==> src/rtl/lab3_cache_mem_arbiter_if.sv <==
// Message types and the bundled val/rdy channels between the two cache
// ports, the shared memory port and the arbiter.
package lab3_mem_pkg;

  typedef struct packed {
    logic [2:0]  msgType;
    logic [7:0]  opaque;
    logic [31:0] addr;
    logic [1:0]  len;
    logic [31:0] data;
  } mem_req_4B_t;

  typedef struct packed {
    logic [2:0]  msgType;
    logic [7:0]  opaque;
    logic [1:0]  test;
    logic [1:0]  len;
    logic [31:0] data;
  } mem_resp_4B_t;

endpackage

interface lab3_cache_mem_arbiter_if;
  import lab3_mem_pkg::*;

  logic          req0_val, req0_rdy, req1_val, req1_rdy;
  mem_req_4B_t   req0_msg, req1_msg;
  logic          resp0_val, resp0_rdy, resp1_val, resp1_rdy;
  mem_resp_4B_t  resp0_msg, resp1_msg;
  logic          mem_req_val, mem_req_rdy;
  mem_req_4B_t   mem_req_msg;
  logic          mem_resp_val, mem_resp_rdy;
  mem_resp_4B_t  mem_resp_msg;

  // The environment side: caches and memory.
  modport master (
    output req0_val, req0_msg, req1_val, req1_msg,
    input  req0_rdy, req1_rdy,
    input  resp0_val, resp0_msg, resp1_val, resp1_msg,
    output resp0_rdy, resp1_rdy,
    input  mem_req_val, mem_req_msg,
    output mem_req_rdy,
    output mem_resp_val, mem_resp_msg,
    input  mem_resp_rdy
  );

  modport slave (
    input  req0_val, req0_msg, req1_val, req1_msg,
    output req0_rdy, req1_rdy,
    output resp0_val, resp0_msg, resp1_val, resp1_msg,
    input  resp0_rdy, resp1_rdy,
    output mem_req_val, mem_req_msg,
    input  mem_req_rdy,
    input  mem_resp_val, mem_resp_msg,
    output mem_resp_rdy
  );

endinterface

==> src/rtl/lab3_cache_mem_arbiter.sv <==
// Round-robin arbiter sharing one in-order memory port between icache and
// dcache; a FIFO of port IDs steers each response back to its requester.
module lab3_cache_mem_arbiter #(
  parameter int p_depth = 4
) (
  input  logic                       clk,
  input  logic                       reset,
  lab3_cache_mem_arbiter_if.slave    bus,
  output logic [$clog2(p_depth):0]   outstanding
);

  localparam int PtrW = $clog2(p_depth);
  localparam int CntW = PtrW + 1;

  logic            idFifo_q [p_depth];
  logic [PtrW-1:0] rdPtr_q, rdPtr_d, wrPtr_q, wrPtr_d;
  logic [CntW-1:0] count_q, count_d;
  logic            prio_q, prio_d;

  logic fifoFull, fifoEmpty, grant, head, reqOpen, respOpen, push, pop;

  always_comb begin
    fifoFull  = (count_q == CntW'(p_depth));
    fifoEmpty = (count_q == '0);
  end

  // Request side only looks at request inputs and registered FIFO state,
  // so nothing from the response channel leaks into it.
  always_comb begin
    if (bus.req0_val && bus.req1_val) grant = prio_q;
    else                              grant = bus.req1_val;
    reqOpen          = reset & (bus.req0_val | bus.req1_val) & ~fifoFull;
    bus.mem_req_val  = reqOpen;
    bus.req0_rdy     = reqOpen & ~grant & bus.mem_req_rdy;
    bus.req1_rdy     = reqOpen &  grant & bus.mem_req_rdy;
    bus.mem_req_msg  = grant ? bus.req1_msg : bus.req0_msg;
    push             = reqOpen & bus.mem_req_rdy;
  end

  // An empty FIFO means the response is unexpected and is neither accepted
  // nor forwarded.
  always_comb begin
    head             = idFifo_q[rdPtr_q];
    respOpen         = reset & ~fifoEmpty;
    bus.resp0_val    = respOpen & bus.mem_resp_val & ~head;
    bus.resp1_val    = respOpen & bus.mem_resp_val &  head;
    bus.resp0_msg    = bus.mem_resp_msg;
    bus.resp1_msg    = bus.mem_resp_msg;
    bus.mem_resp_rdy = respOpen & (head ? bus.resp1_rdy : bus.resp0_rdy);
    pop              = bus.mem_resp_val & bus.mem_resp_rdy;
  end

  // Power-of-two depth lets the pointers wrap by natural overflow.
  always_comb begin
    count_d = count_q + CntW'(push) - CntW'(pop);
    wrPtr_d = wrPtr_q + PtrW'(push);
    rdPtr_d = rdPtr_q + PtrW'(pop);
    prio_d  = push ? ~grant : prio_q;
  end

  always_ff @(posedge clk or negedge reset) begin
    if (!reset) begin
      count_q <= '0;
      wrPtr_q <= '0;
      rdPtr_q <= '0;
      prio_q  <= 1'b0;
    end else begin
      count_q <= count_d;
      wrPtr_q <= wrPtr_d;
      rdPtr_q <= rdPtr_d;
      prio_q  <= prio_d;
    end
  end

  always_ff @(posedge clk) begin
    if (push) idFifo_q[wrPtr_q] <= grant;
  end

  always_comb outstanding = count_q;

endmodule

==> src/flat_wrapper.sv <==
// flat-port wrapper written by rule: the top's interface ports become plain ports
module lab3_cache_mem_arbiter_flat 
#(
  parameter int p_depth = 4
)
  (clk, reset, outstanding, bus_req0_val, bus_req0_msg, bus_req1_val, bus_req1_msg, bus_req0_rdy, bus_req1_rdy, bus_resp0_val, bus_resp0_msg, bus_resp1_val, bus_resp1_msg, bus_resp0_rdy, bus_resp1_rdy, bus_mem_req_val, bus_mem_req_msg, bus_mem_req_rdy, bus_mem_resp_val, bus_mem_resp_msg, bus_mem_resp_rdy);
  lab3_cache_mem_arbiter_if bus_i ();
  input  logic clk;
  input  logic reset;
  output logic [$clog2(p_depth):0] outstanding;
  input wire logic [$bits(bus_i.req0_val)-1:0] bus_req0_val;
  input wire logic [$bits(bus_i.req0_msg)-1:0] bus_req0_msg;
  input wire logic [$bits(bus_i.req1_val)-1:0] bus_req1_val;
  input wire logic [$bits(bus_i.req1_msg)-1:0] bus_req1_msg;
  output wire logic [$bits(bus_i.req0_rdy)-1:0] bus_req0_rdy;
  output wire logic [$bits(bus_i.req1_rdy)-1:0] bus_req1_rdy;
  output wire logic [$bits(bus_i.resp0_val)-1:0] bus_resp0_val;
  output wire logic [$bits(bus_i.resp0_msg)-1:0] bus_resp0_msg;
  output wire logic [$bits(bus_i.resp1_val)-1:0] bus_resp1_val;
  output wire logic [$bits(bus_i.resp1_msg)-1:0] bus_resp1_msg;
  input wire logic [$bits(bus_i.resp0_rdy)-1:0] bus_resp0_rdy;
  input wire logic [$bits(bus_i.resp1_rdy)-1:0] bus_resp1_rdy;
  output wire logic [$bits(bus_i.mem_req_val)-1:0] bus_mem_req_val;
  output wire logic [$bits(bus_i.mem_req_msg)-1:0] bus_mem_req_msg;
  input wire logic [$bits(bus_i.mem_req_rdy)-1:0] bus_mem_req_rdy;
  input wire logic [$bits(bus_i.mem_resp_val)-1:0] bus_mem_resp_val;
  input wire logic [$bits(bus_i.mem_resp_msg)-1:0] bus_mem_resp_msg;
  output wire logic [$bits(bus_i.mem_resp_rdy)-1:0] bus_mem_resp_rdy;
  assign bus_i.req0_val = bus_req0_val;
  assign bus_i.req0_msg = bus_req0_msg;
  assign bus_i.req1_val = bus_req1_val;
  assign bus_i.req1_msg = bus_req1_msg;
  assign bus_req0_rdy = bus_i.req0_rdy;
  assign bus_req1_rdy = bus_i.req1_rdy;
  assign bus_resp0_val = bus_i.resp0_val;
  assign bus_resp0_msg = bus_i.resp0_msg;
  assign bus_resp1_val = bus_i.resp1_val;
  assign bus_resp1_msg = bus_i.resp1_msg;
  assign bus_i.resp0_rdy = bus_resp0_rdy;
  assign bus_i.resp1_rdy = bus_resp1_rdy;
  assign bus_mem_req_val = bus_i.mem_req_val;
  assign bus_mem_req_msg = bus_i.mem_req_msg;
  assign bus_i.mem_req_rdy = bus_mem_req_rdy;
  assign bus_i.mem_resp_val = bus_mem_resp_val;
  assign bus_i.mem_resp_msg = bus_mem_resp_msg;
  assign bus_mem_resp_rdy = bus_i.mem_resp_rdy;
  lab3_cache_mem_arbiter #(.p_depth(p_depth)) u_core (.clk(clk), .reset(reset), .bus(bus_i), .outstanding(outstanding));
endmodule
==> config.mk <==
export PLATFORM = sky130hd
export DESIGN_NAME = lab3_cache_mem_arbiter_flat
export DESIGN_NICKNAME = d
export VERILOG_FILES = /design/src/rtl/lab3_cache_mem_arbiter_if.sv /design/src/rtl/lab3_cache_mem_arbiter.sv /design/src/flat_wrapper.sv
export SDC_FILE = /design/constraint.sdc
export NUM_CORES = 1
export LEC_CHECK = 0
export CAP_MARGIN = 20
export CORE_AREA = 2 2 150 152
export CTS_BUF_LIST = sky130_fd_sc_hd__clkbuf_4
export CTS_CLUSTER_DIAMETER = 40
export CTS_CLUSTER_SIZE = 16
export DETAILED_ROUTE_END_ITERATION = 12
export DIE_AREA = 0 0 152 154
export MAX_ROUTING_LAYER = met4
export PLACE_DENSITY = 0.47
export SYNTH_ARGS = -nofsm -noshare
export SYNTH_HDL_FRONTEND = slang
export SYNTH_SLANG_ARGS = --single-unit
==> constraint.sdc <==
create_clock -name clk -period 5.8 [get_ports clk]
set_clock_uncertainty 0.1 [all_clocks]
set_input_delay 1.45 -clock clk [delete_from_list [all_inputs] [get_ports clk]]
set_output_delay 1.45 -clock clk [all_outputs]
set_load 0.02 [all_outputs]
Word-level counts from Yosys, hierarchy flattened
Memory sizes are Yosys's and may differ from the RTL's.
Cells that the tools add are included.
- flip-flop bits (word level): 8
- output and inout port bits: 180
- memories kept: 1
- bits in writable memories: 4
- word-level logic and storage cells: 35
- reductions and logical operators: 2
- bitwise operators: 18
- mux-type cells: 5
- equal/unequal tests: 1
- $add $sub $neg: 4
- memories (memory ; words ; bits a word ; read ports ; clocked after memory_dff ; write ports ; line ; source):
    u_core.idFifo_q ; 4 ; 1 ; 1 ; 0 ; 1 ; lab3_cache_mem_arbiter.sv:15 ; logic idFifo_q [p_depth];
- operators by type and width (operator ; count):
    $mux 77 ; 1
    $and 1x1->1 ; 13
    $add 2x1->2 ; 2
    $mux 1 ; 4
    $not 1->1 ; 4
    $add 3x1->3 ; 1
    $eq 3x3->1 const B ; 1
    $logic_not 3->1 ; 1
    $sub 3x1->3 ; 1
    $logic_and 1x1->1 ; 1
    $or 1x1->1 ; 1

Longest topological paths before layout
Gate-level depths: netlist of the first run.
- word-level depth: 6
- gate-level depth with buffers: 9

Worst setup path after synthesis of the first run
Ideal clock, no wire load.
- kind: input to output
- start: input bus_req1_val
- end: output bus_mem_req_msg[70]
- required time: 4250 ps
- arrival time: 2310 ps
- stages on the path: 4
- slack: 1940 ps
- buffers on the path: 2
- cells stage by stage: a21boi_1 > buf_4 > buf_6 > mux2_2
- longest elaborated chain between the ends: 3
- RTL lines (item ; line ; source):
    start: declaration ; flat_wrapper.sv:13 ; input wire logic [$bits(bus_i.req1_val)-1:0] bus_req1_val;
    $logic_and 1x1->1 ; lab3_cache_mem_arbiter.sv:30 ; if (bus.req0_val && bus.req1_val) grant = prio_q;
    $mux 1 * ; lab3_cache_mem_arbiter.sv:30 ;
    net u_core.grant ; lab3_cache_mem_arbiter.sv:20 ; logic fifoFull, fifoEmpty, grant, head, reqOpen, respOpen, push, pop;
    $mux 77 * ; lab3_cache_mem_arbiter.sv:36 ; bus.mem_req_msg = grant ? bus.req1_msg : bus.req0_msg;
    end: declaration ; flat_wrapper.sv:24 ; output wire logic [$bits(bus_i.mem_req_msg)-1:0] bus_mem_req_msg;
The timed path passes the listed nets; every way through them passes the cells marked *.

Worst setup path in the final report of the first run
- start: input bus_req1_val
- end: output bus_mem_req_msg[20]
- longest elaborated chain between the ends: 3
- RTL lines (item ; line):
    $logic_and 1x1->1 ; lab3_cache_mem_arbiter.sv:30
    $mux 1 * ; lab3_cache_mem_arbiter.sv:30
    $mux 77 * ; lab3_cache_mem_arbiter.sv:36
Every way passes the cells marked *; elsewhere a longest branch is shown, timed or not.

==> summary.txt, run 1 <==
Die
  • # IOs: 389
  • Core Region: 21690 um2
  • FP Rows: 54
  • Die W: 152 um
  • Die Height: 154 um
  • Die area: 23410 um2
  • Initial Util: 0.1044

Detailed routing
  • Remaining DRCs: 0
  • WL/cell: 16.03 um
  • Via count: 2123
  • Routed Antenna Nets: 0
  • Drt initial violations: 74
  • Vias per cell: 3.222
  • Routed WL: 10560 um
  • First-pass detailed-route iteration total: 4

Clocking
  • Post-CTS Hold Fix Bufs: 0
  • TritonCTS buffer count: 3
  • Clock root buffer master: clkbuf_4
  • Post-CTS setup buffers: 0
  • Clock Latency Late Sink: 0.27 ns
  • CTS tree: yes
  • Sink Count: 12
  • Worst-path clk slew: 0.06 ns
  • Post_cts resized: 0
  • CTS Buffer Depth: 2
  • H-tree depth: 1

Place
  • Worst slack at placement: 0.7170 ns
  • GPL Wtd Cong: 0.8070
  • Detailed Place HPWL: 9288 um
  • IO buf count: 247

STA
  • Setup WS post-layout: 0.7337 ns
  • Final hold violations: 0
  • Setup TNS: 0 ns
  • Worst-Margin Slew: 0.6284 ns
  • Slew Viols, Final: 0
  • RSZ-0062 raised after global routing: false
  • Relative slew margins: 0.5758
  • Final period util: 0.8735
  • Period minus WS final: 5.066 ns
  • Count of final setup violators: 0
  • WHS: 0.4003 ns
  • F_max: 197.4 MHz

Pwr
  • Clock power share: 0.066
  • Net Sw Power: 0.3415 mW
  • Largest vdd supply drop: 0.00006887 V
  • Leakage: 1.578 nW
  • Int Power: 0.5191 mW
  • Sw Share: 0.3968
  • PwrDens: 197.4 nW/um2
  • Flop pwr share: 0.185
  • Combinational Power Share: 0.749

Worst setup path
  • Crit path largest cell delay: 0.56 ns
  • CP Capture Type: output port
  • Worst EP arrival: 3.52 ns
  • Critical Path, Cell by Cell: clkdlybuf4s50_1 -> a21boi_4 -> buf_12 -> mux2_2 -> clkdlybuf4s50_1
  • Critical path class: in -> out
  • Worst path slowest cell: clkdlybuf4s50_1
  • Worst-path fanout max: 67
  • CP Data Required Time: 4.25 ns
  • CP startpoint kind: input port
  • Most common cell on crit path: clkdlybuf4s50_1

Layout
  • Leading cell type in the layout, fill and taps excluded: clkdlybuf4s50_1
  • Most frequent cells in the layout: clkdlybuf4s50_1, mux2_2, dfrtp_1, inv_1, nor2_1
  • Area Growth Syn to Fin: 92.54%
  • Fin nets: 594
  • Fill cells: 2372
  • N_diodes: 0
  • Layout cell share with drive strength beyond 1: 0.2296
  • Util after Layout: 0.2011

Global route
  • Largest net degree at the start of global routing: 68
  • Vias in the first global route: 2495
  • Congestion Overflow GR: 0
  • First-pass GRT wire length: 14980 um
  • Total GRT Usage: 0.08596
  • Initial antenna violation count: 0

Flow run
  • Max_cap viols: 0

Synthesis
  • Netlist cell types: 25
  • Sequential area share after synthesis: 0.1414
  • Synth Register Bits: 12
  • Post-Syn Area: 2265 um2
  • Avg Inst Size Synth: 9.933 um2
  • Yosys warns: 0
  • Synth Net Count: 442
  • Syn Inst Count: 228

Outcome
  • Status: complete, no violations

Min path
  • Worst Hold Class: reg -> reg
==> cell type report <==
type / count / area (um2) / area share
flip-flops and latches: 12 / 320.3 / 0.07346
repair buffers: 250 / 2507 / 0.5750
well taps: 280 / 350.3 / 0.08034
clock buffers: 4 / 30.03 / 0.006887
inverters: 7 / 26.28 / 0.006026
multi-input cells: 106 / 1126 / 0.2582
==> worst paths after layout <==
check	from	end	slack, ns	cells after the start
max	bus_req1_val	bus_mem_req_msg[20]	0.73	5
min	u_core.rdPtr_q[1]	u_core.rdPtr_q[1]	0.40	1
max reg2reg	u_core.rdPtr_q[0]	u_core.outstanding[2]	3.03	9
min reg2reg	u_core.rdPtr_q[1]	u_core.rdPtr_q[1]	0.40	1
max in group asynchronous	reset	u_core.wrPtr_q[0]	4.02	2
min in group asynchronous	reset	u_core.wrPtr_q[1]	1.44	2
==> logic make-up after synthesis <==
group	count (synthesis)	share of synthesized area
DFF	12	0.1414
muxes	80	0.4017
buffers and inverters	110	0.3663
and+or+nand+nor	11	0.02542
AOI/OAI and AO/OA	6	0.01878
adders and majority gates	5	0.03094
xor gates and xnor gates	4	0.01547
==> per-stage QoR <==
stage                     instances  area, um2  total power [mW]
after floorplan                 228       2265            0.5785
after global placement          655       4330            0.8065
after detailed placement        655       4330            0.8115
after CTS                       659       4360            0.8737
after global routing            659       4360            0.9149
final                           659       4360            0.8606
==> critical path: cells and delay by family <==
kind            cells  cell delay, ns
compound gates      1            0.22
buf+inv             3            1.34
mux                 1            0.43
==> routing by layer <==
metal / wire length (um) / global-route usage / up-vias / share of wire
li1: - / - / 986 / -
met1: 3886 / 0.08936 / 946 / 0.37
met2: 5833 / 0.1654 / 186 / 0.55
met3: 785 / 0.02057 / 5 / 0.074
met4: 59 / 0.01558 / 0 / 0.0056
met5: 0 / - / - / 0
==> Yosys cell counts, drive strengths merged <==
| library cell | number | share of area |
|---|---|---|
| o31ai | 1 | 0.0033 |
| o311ai | 1 | 0.0039 |
| edfxtp | 4 | 0.053 |
| fa | 1 | 0.0088 |
| a211o | 1 | 0.0039 |
| nor2 | 5 | 0.0083 |
| ha | 4 | 0.022 |
| xnor2 | 1 | 0.0039 |
| nor3b | 2 | 0.0066 |
| mux2 | 77 | 0.38 |
| xor2 | 3 | 0.012 |
| and2 | 1 | 0.0028 |
| nor2b | 1 | 0.0028 |
| and3 | 1 | 0.0028 |
| a21oi | 1 | 0.0022 |
| a21boi | 1 | 0.0033 |
| o21ai | 1 | 0.0022 |
| dfrtp | 8 | 0.088 |
| nor3 | 1 | 0.0022 |
| inv | 7 | 0.012 |
| mux2i | 2 | 0.0088 |
| mux4 | 1 | 0.0099 |
| buf | 103 | 0.35 |
==> registers in the layout, indices dropped and copies added, names as in the netlist <==
| signal | cells |
|---|---|
| u_core.prio_q | 1 |
| u_core.outstanding | 3 |
| u_core.wrPtr_q | 2 |
| u_core.rdPtr_q | 2 |
| u_core.idFifo_q | 4 |
==> power groups by stage <==
| stage | sequential, mW | clock (mW) | combinational [mW] |
|---|---|---|---|
| final | 0.159 | 0.0570 | 0.644 |
| after global routing | 0.164 | 0.0639 | 0.686 |
| after CTS | 0.160 | 0.0587 | 0.655 |
| after detailed placement | 0.162 | 0 | 0.650 |
| after global placement | 0.158 | 0 | 0.648 |
| after floorplan | 0.162 | 0 | 0.416 |
(Power assumes the default switching activity.)
==> run 2, diff against run 1 <==
CORE_AREA = 2 2 152 154   (was 2 2 150 152)
DIE_AREA = 0 0 154 156   (was 0 0 152 154)
GPL_TIMING_DRIVEN = 0   (was default)
PLACE_DENSITY = 0.46   (was 0.47)
clock period = 5.2 ns   (was 5.8 ns; I/O delays follow)
==> summary.txt, run 2 (synthesized netlist as in run 1, its figures left out) <==
Die
  • Initial Util: 0.1013 (-0.003160)
  • Die area: 24020 um2 (+2.6%)
  • # IOs: 389 (unchanged)
  • FP Rows: 55 (+1.9%)
  • Die W: 154 um (+1.3%)
  • Core Region: 22370 um2 (+3.1%)
  • Die Height: 156 um (+1.3%)

Flow run
  • Max_cap viols: 0 (unchanged)

Global route
  • Vias in the first global route: 2978 (+19%)
  • Initial antenna violation count: 7 (+7)
  • Largest net degree at the start of global routing: 14 (-79%)
  • Congestion Overflow GR: 0 (unchanged)
  • Total GRT Usage: 0.09709 (+0.01113)
  • First-pass GRT wire length: 17440 um (+16%)

Pwr
  • Largest vdd supply drop: 0.00008519 V (+24%)
  • Design Power: 1.131 mW (+31%)
  • PwrDens: 185.9 nW/um2 (-5.8%)
  • Leakage: 2.432 nW (+54%)

Detailed routing
  • WL/cell: 14.77 um (-7.8%)
  • Vias per cell: 3.251 (+0.91%)
  • Drt initial violations: 52 (-30%)
  • First-pass detailed-route iteration total: 3 (-1)
  • Remaining DRCs: 0 (unchanged)
  • Routed WL: 12780 um (+21%)
  • Routed Antenna Nets: 0 (unchanged)
  • Via count: 2812 (+32%)

STA
  • Relative slew margins: 0.6186 (+0.04286)
  • Count of final setup violators: 0 (unchanged)
  • Worst-Margin Slew: 0.5649 ns (-0.06348 ns)
  • Setup TNS: 0 ns (unchanged)
  • F_max: 212.1 MHz
  • RSZ-0062 raised after global routing: false
  • Period minus WS final: 4.715 ns
  • Final hold violations: 0 (unchanged)
  • Final period util: 0.9067
  • Slew Viols, Final: 0 (unchanged)

Outcome
  • Status: complete, no violations

Place
  • GPL Wtd Cong: 0.7659 (-5.1%)
  • Placed cells: 854 (+30%)
  • Detailed Place HPWL: 11680 um (+26%)
  • IO buf count: 341 (+38%)

Min path
  • Worst Hold Class: reg -> reg

Clocking
  • Sink Count: 12 (unchanged)
  • Clock root buffer master: clkbuf_4
  • TritonCTS buffer count: 3 (unchanged)
  • Worst-path clk slew: 0.07 ns (about the same)
  • Post-CTS setup buffers: 0 (unchanged)
  • CTS tree: yes
  • H-tree depth: 1 (unchanged)
  • Clock Latency Late Sink: 0.26 ns (about the same)
  • CTS Buffer Depth: 2 (unchanged)

Layout
  • Fill cells: 2360 (-0.51%)
  • Most flops, register: u_core.idFifo_q
  • Layout cell share with drive strength beyond 1: 0.3229 (+0.09331)
  • Register area: 320.3 um2 (unchanged)
  • Area Growth Syn to Fin: 168.5%
  • Max reg flops: 4 (unchanged)
  • Non-Filler Instances: 865 (+31%)
  • Leading cell type in the layout, fill and taps excluded: clkdlybuf4s50_1
  • Fin nets: 788 (+33%)
  • Most frequent cells in the layout: clkdlybuf4s50_1, buf_4, mux2_2, buf_6, dfrtp_1
  • Multi-input logic area: 1115 um2 (-1.0%)

Worst setup path
  • CP startpoint kind: input port
  • Flop-to-flop setup slack: 2.55 ns (-0.48 ns)
  • CP Data Required Time: 3.80 ns (-0.45 ns)
  • CP Capture Type: output port
  • Worst-path fanout max: 10 (-85%)
  • Critical path class: in -> out
  • Worst EP arrival: 3.32 ns (-0.20 ns)
run 2: changes by cell type in the layout (fill, tap and decap cells not counted), moves of 7 or more:
| cell | previous run | this run |
|---|---|---|
| buf_4 | 2 | 95 |
| clkdlybuf4s50_1 | 247 | 340 |
| buf_6 | 0 | 8 |
| diode_2 | 0 | 7 |
run 2: area by class of cell:
cell class              instances  share of cell area
repair buffers                341              0.5617
clock buffers                   3            0.003704
well taps                     285             0.05864
multi-input cells             106              0.1833
clock inverters                 1           0.0006173
diodes                          7            0.002881
flip-flops and latches         12             0.05267
plain buffers                 103              0.1321
inverters                       7            0.004321
run 2: timing repair:
action,4_1_cts,5_1_grt
gates resized for setup,0,1
endpoints found under the setup margin,0,1
endpoints found under the hold margin,0,0
hold buffers,0,0
run 2: worst max-delay path: stages:
cell             delay, ns
clkdlybuf4s50_1       0.48
a21boi_1              0.16
buf_4                 0.26
buf_6                 0.18
mux2_2                0.34
clkdlybuf4s50_1       0.58
run 2: stage by stage:
step | hold WS, ns | area [um2] | setup slack [ns] | utilization
floorplan | 0.3495 | 2265 | 1.640 | -
global placement | 0.3697 | 6035 | 0.1873 | 0.2698
detailed placement | 0.3829 | 6035 | 0.1814 | 0.2698
CTS | 0.3989 | 6061 | 0.1711 | 0.2710
global route | 0.4214 | 6081 | 0.3600 | 0.2719
finish | 0.3927 | 6081 | 0.4849 | 0.2719
run 2: report_power, final:
part           internal, mW  switching [mW]
combinational         0.526           0.374
clock                0.0277          0.0297
sequential            0.135          0.0383
total                 0.689           0.442
run 2: worst paths after layout:
kind                                   start               endpoint  depth (start not counted)
max                             bus_req1_val    bus_mem_req_msg[13]                          6
max in group asynchronous              reset      u_core.wrPtr_q[0]                          1
min                        u_core.rdPtr_q[1]      u_core.rdPtr_q[1]                          1
min reg2reg                u_core.rdPtr_q[1]      u_core.rdPtr_q[1]                          1
max reg2reg                u_core.rdPtr_q[0]  u_core.outstanding[2]                          9
min in group asynchronous              reset          u_core.prio_q                          1
run 2: routing by layer:
layer,vias up,wire length (um),GRT usage,part of all wire
li1,1384,-,-,-
met1,1267,4498,0.09179,0.35
met2,159,7003,0.1830,0.55
met3,2,1259,0.05139,0.099
met4,0,19,0.005340,0.0015
met5,-,0,-,0
